[src/rtl/ets_average_packer.sv]
// ets_average_packer
// Snapshots the ETS core's sixteen accumulator sums and count on the rising
// edge of done. Each sum is optionally divided by the count with a restoring
// divider, and the sixteen results are streamed over valid/ready.
module ets_average_packer #(
  parameter bit AVERAGE = 1'b1
) (
  input  logic         clock,
  input  logic         reset,
  input  logic         done,
  input  logic [511:0] sum_in,
  input  logic [31:0]  count_in,
  output logic [31:0]  m_data,
  output logic         m_valid,
  input  logic         m_ready,
  output logic         m_last,
  output logic         busy,
  output logic         err_zero
);

  typedef enum logic [1:0] {
    S_IDLE    = 2'd0,
    S_DIVIDE  = 2'd1,
    S_SEND    = 2'd2,
    S_RELEASE = 2'd3
  } state_t;

  state_t      state;
  logic        done_q;
  logic        armed;
  logic [3:0]  index;
  logic [4:0]  bit_cnt;
  logic [31:0] rem;
  logic [31:0] quot;
  logic [31:0] shadow_div;
  logic [31:0] shadow_sum [16];

  logic        trigger;
  logic [31:0] cur_word;
  logic [31:0] next_word;
  logic [32:0] rem_shift;
  logic [32:0] rem_diff;
  logic        rem_fits;
  logic [31:0] rem_next;
  logic [31:0] quot_next;

  // A snapshot needs a fresh rising edge of done while idle and armed; armed
  // keeps a done that is already high when reset lifts from looking like an edge.
  assign trigger   = (state == S_IDLE) && armed && done && !done_q;
  assign cur_word  = shadow_sum[index];
  assign next_word = shadow_sum[index + 4'd1];

  // One restoring-division step: bring down the next dividend bit, subtract
  // the divisor when it fits, and shift the resulting quotient bit in.
  always_comb begin
    // NOTE: every always_comb output gets a value on every path; a missing
    // default here would infer a latch.
    rem_shift = {rem, cur_word[bit_cnt]};
    rem_diff  = rem_shift - {1'b0, shadow_div};
    rem_fits  = (rem_shift >= {1'b0, shadow_div});
    rem_next  = rem_shift[31:0];
    if (rem_fits) begin
      rem_next = rem_diff[31:0];
    end
    quot_next = {quot[30:0], rem_fits};
  end

  // Shadow copy of the sums, taken only at the snapshot so the core can
  // restart its accumulators once busy is seen.
  // NOTE: this storage has no reset; it is always written before it is read.
  always_ff @(posedge clock) begin
    if (trigger) begin
      for (int i = 0; i < 16; i++) begin
        shadow_sum[i] <= sum_in[32*i +: 32];
      end
    end
  end

  // Control FSM with registered stream outputs.
  always_ff @(posedge clock or posedge reset) begin
    if (reset) begin
      state      <= S_IDLE;
      done_q     <= 1'b0;
      armed      <= 1'b0;
      index      <= 4'd0;
      bit_cnt    <= 5'd0;
      rem        <= 32'd0;
      quot       <= 32'd0;
      shadow_div <= 32'd1;
      m_data     <= 32'd0;
      m_valid    <= 1'b0;
      m_last     <= 1'b0;
      busy       <= 1'b0;
      err_zero   <= 1'b0;
    end else begin
      // NOTE: sequential state uses non-blocking assignments so every
      // register samples the pre-edge values of the others.
      done_q <= done;
      if (state == S_IDLE && !done) begin
        armed <= 1'b1;
      end
      unique case (state)
        S_IDLE: begin
          if (trigger) begin
            index      <= 4'd0;
            err_zero   <= (count_in == 32'd0);
            shadow_div <= (count_in == 32'd0) ? 32'd1 : count_in;
            busy       <= 1'b1;
            rem        <= 32'd0;
            quot       <= 32'd0;
            bit_cnt    <= 5'd31;
            if (AVERAGE) begin
              state <= S_DIVIDE;
            end else begin
              state   <= S_SEND;
              m_valid <= 1'b1;
              m_data  <= sum_in[31:0];
              m_last  <= 1'b0;
            end
          end
        end
        S_DIVIDE: begin
          rem     <= rem_next;
          quot    <= quot_next;
          bit_cnt <= bit_cnt - 5'd1;
          if (bit_cnt == 5'd0) begin
            state   <= S_SEND;
            m_valid <= 1'b1;
            m_data  <= quot_next;
            m_last  <= (index == 4'd15);
          end
        end
        S_SEND: begin
          if (m_ready) begin
            if (index == 4'd15) begin
              state   <= S_RELEASE;
              m_valid <= 1'b0;
              m_last  <= 1'b0;
              busy    <= 1'b0;
            end else begin
              index <= index + 4'd1;
              if (AVERAGE) begin
                state   <= S_DIVIDE;
                m_valid <= 1'b0;
                m_last  <= 1'b0;
                rem     <= 32'd0;
                quot    <= 32'd0;
                bit_cnt <= 5'd31;
              end else begin
                m_data <= next_word;
                m_last <= (index == 4'd14);
              end
            end
          end
        end
        S_RELEASE: begin
          if (!done) begin
            state <= S_IDLE;
          end
        end
        default: state <= S_IDLE;
      endcase
    end
  end

endmodule

[config.mk]
export PLATFORM = sky130hd
export DESIGN_NAME = ets_average_packer
export DESIGN_NICKNAME = d
export VERILOG_FILES = /design/src/rtl/ets_average_packer.sv
export SDC_FILE = /design/constraint.sdc
export NUM_CORES = 1
export LEC_CHECK = 0
export CORE_ASPECT_RATIO = 0.5
export CORE_MARGIN = 1
export CORE_UTILIZATION = 55
export DETAILED_ROUTE_END_ITERATION = 6
export PLACE_DENSITY = 0.86
export SLEW_MARGIN = 10
export SYNTH_ARGS = -nofsm -noshare
export SYNTH_HDL_FRONTEND = slang
export SYNTH_SLANG_ARGS = --single-unit
[constraint.sdc]
create_clock -name clock -period 39.9 [get_ports clock]
set_input_delay 7.98 -clock clock [delete_from_list [all_inputs] [get_ports clock]]
set_output_delay 7.98 -clock clock [all_outputs]
set_load 0.005 [all_outputs]
==> results.txt <==
status = finished, final reports clean
fin. max-slew vios = 0
Crit path top cell by count = buf_4
Hold Vio Cnt, Final = 0
syn_nets = 2,163
Post-synth EDFFs = 512
Chip Width = 316 um
Max-slew headroom = 20.6%
GRT Resource Usage Total = 29.8%
register area share after synthesis = 70.0%
RSZ-0062 raised after global routing = false
antenna-violating nets left = 0
Post-CTS Repair Setup Buffers = 0
area fraction of the dominant cell type after synthesis = 56.7%
area grow syn2layout = 30.6%
Commonest cells post-synth = edfxtp_1, dfrtp_1, mux4_2
internal power = 1.50 mW
maximum net fanout on the critical path = 166
via count = 17,024
CTS tree = built
power share of the sequential group = 41.6%
Worst Clk Skew = 0.0558 ns
Leak = 12.4 nW
Final WS setup = 27.35 ns
crit path launch type = primary input
Critical Path Sink = shadow_sum[14][2]
Mapped Area = 27,100 um2
total gr overflow = 0
DP Worst Slack = 26.75 ns
# DRC = 0
crit-path leading delay family = buffers and inverters
# nets final = 2,736
routed vias/inst = 5.90
Reg-to-Reg End = rem[21]
RD Place Congestion = 0.929
Vert. Die Dim = 159 um
Clk Latency, worst-skew pair = 0.64 ns
placed cell count = 2,743
hold path start = armed
maximum capacitance violations = 0
CP max-delay cell = buf_4
WL per Instance = 26.0 um
Hold Crit Class = reg -> reg
Yosys reg bits = 656
async set-reset flop share out of synthesis = 22.0%
r2r worst-path depth = 22
Final HPWL DP = 52.8 mm
reg2reg start = index[0]
combinational share of power = 33.5%
syn avg cell area = 17.2 um2
H-tree Lvls = 2
Non-Filler Instances = 2,883
largest stage delay on the critical path = 1.00 ns
Synthesis Warnings = 0
clock-pin slew on the worst setup and hold paths = 0.07 ns
# rows = 57
IO buf count = 583
total net switching power = 717 uW
TritonRoute pass-1 iters = 5
Die Area = 50,300 um2
crit path kind = in -> reg
Initial Util = 55.9%
vias in the first global route = 17,589
synth top area cells = edfxtp_1, dfrtp_1, mux4_2
WHS = 0.476 ns
CP required = 40.14 ns
clock tree buffer depth = 3
routed wire length = 74.9 mm
hold_buf cts = 0
switch share = 32.3%
Clk network pwr share = 24.9%
first-pass GRT wire length = 108 mm
Clock Sinks = 656
antenna violations before repair = 40
Final TNS setup = 0 ns
DR iter-0 viols = 1,848
Synth cell types = 67
Critical path buffers and inverters = 5
Tightest Pin Transition = 1.19 ns
Num CTS Buffers = 55
cell count after synthesis = 1,578
largest net degree at the start of global routing = 167
top_reg_cell synth = edfxtp_1
min Tclk post-route = 12.55 ns
Tcrit/Tclk final = 31.5%
Pwr per Cell Area = 62.5 nW/um2
Levels on crit path = 7
dominant cell type by area after synthesis = edfxtp_1
Final setup viols = 0
CP arrival = 12.80 ns
Core ar. = 48,600 um2
Critical Path Sink Type = register
Achievable Freq = 79.7 MHz
CTS resizes = 0
Worst VDD drop = 0.0453 mV
IO Pins = 584
R2R setup slack = 32.00 ns
critical path, cell by cell = clkdlybuf4s50_1, nand3b_1, or3_1, inv_8, buf_4, buf_4, buf_4
total power = 2.22 mW
count leader, synth = edfxtp_1
Clock Tree Root = clkbuf_16
crit path from = done
layout cell share with drive strength beyond 1 = 13.3%
[metrics by stage]
stage / cell area [um2] / util, %
after floorplan: 27100 / -
after global placement: 33500 / 69.0
after detailed placement: 33500 / 69.0
after CTS: 35300 / 72.8
after global routing: 35400 / 73.0
final: 35400 / 73.0
[worst min-delay path by stage]
| stage | cells past startpoint | slack (ns) | endpoint |
|---|---|---|---|
| after floorplan | 1 | 0.44 | armed |
| after CTS | 1 | 0.48 | armed |
| after detailed placement | 1 | 0.46 | armed |
| after global routing | 1 | 0.48 | armed |
| final | 1 | 0.48 | armed |
| after global placement | 1 | 0.47 | armed |
[layout by cell type (no fill, tap or decap), types with 15 or more instances in the layout]
cell,n
o21ai_0,88
a21oi_1,62
mux4_2,139
clkbuf_16,55
ha_1,36
xnor2_1,16
edfxtp_1,512
diode_2,37
a22oi_1,15
mux2_2,33
clkdlybuf4s50_1,583
dfrtp_1,139
inv_1,44
nand2_1,106
nor2_1,35
buf_4,15
mux2i_1,41
a22o_1,31
[area by class of cell]
cell class,instances,area [um2]
sequential,656,19000
fill,2976,13100
multi-input combinational,791,7560
timing repair buffer,598,5950
clock buffer,76,1520
tap,649,812
clock inverter,27,309
inverter,49,196
antenna,37,92.6
[cells by family (layout without fill, tap and decap cells)]
family	count (synthesis)	count (layout)	synth area share [%]
simple gates	237	237	4.10
flops	656	656	70.0
compound gates	273	273	6.50
other cells	0	37	0
fa+ha+maj	37	37	1.73
buf+inv	131	750	2.22
xor+xnor	30	30	0.969
mux	214	214	14.5
[power groups by stage]
stage               Sequential, mW  Clock, mW  Combinational [mW]
floorplan                    0.936          0               0.546
global placement             0.929          0               0.713
CTS                          0.921      0.557               0.742
detailed placement           0.934          0               0.737
finish                       0.921      0.552               0.743
global route                 0.933      0.585               0.822
[layer usage]
layer / GRT usage (%) / vias to the layer above / wire (um)
met1: 37.0 / 8647 / 27100
met4: 13.8 / 6 / 3070
met3: 5.98 / 174 / 5560
li1: - / 7414 / -
met5: 0 / - / 28
met2: 50.7 / 783 / 39200
[registers in the layout (all words and copies together) (netlist names)]
signal      count
shadow_sum    512
m_data         32
rem            32
shadow_div     32
quot           31
bit_cnt         5
index           4
state           2
armed           1
busy            1
done_q          1
err_zero        1
m_last          1
m_valid         1
No activity file was read; power rests on OpenSTA's default activity.
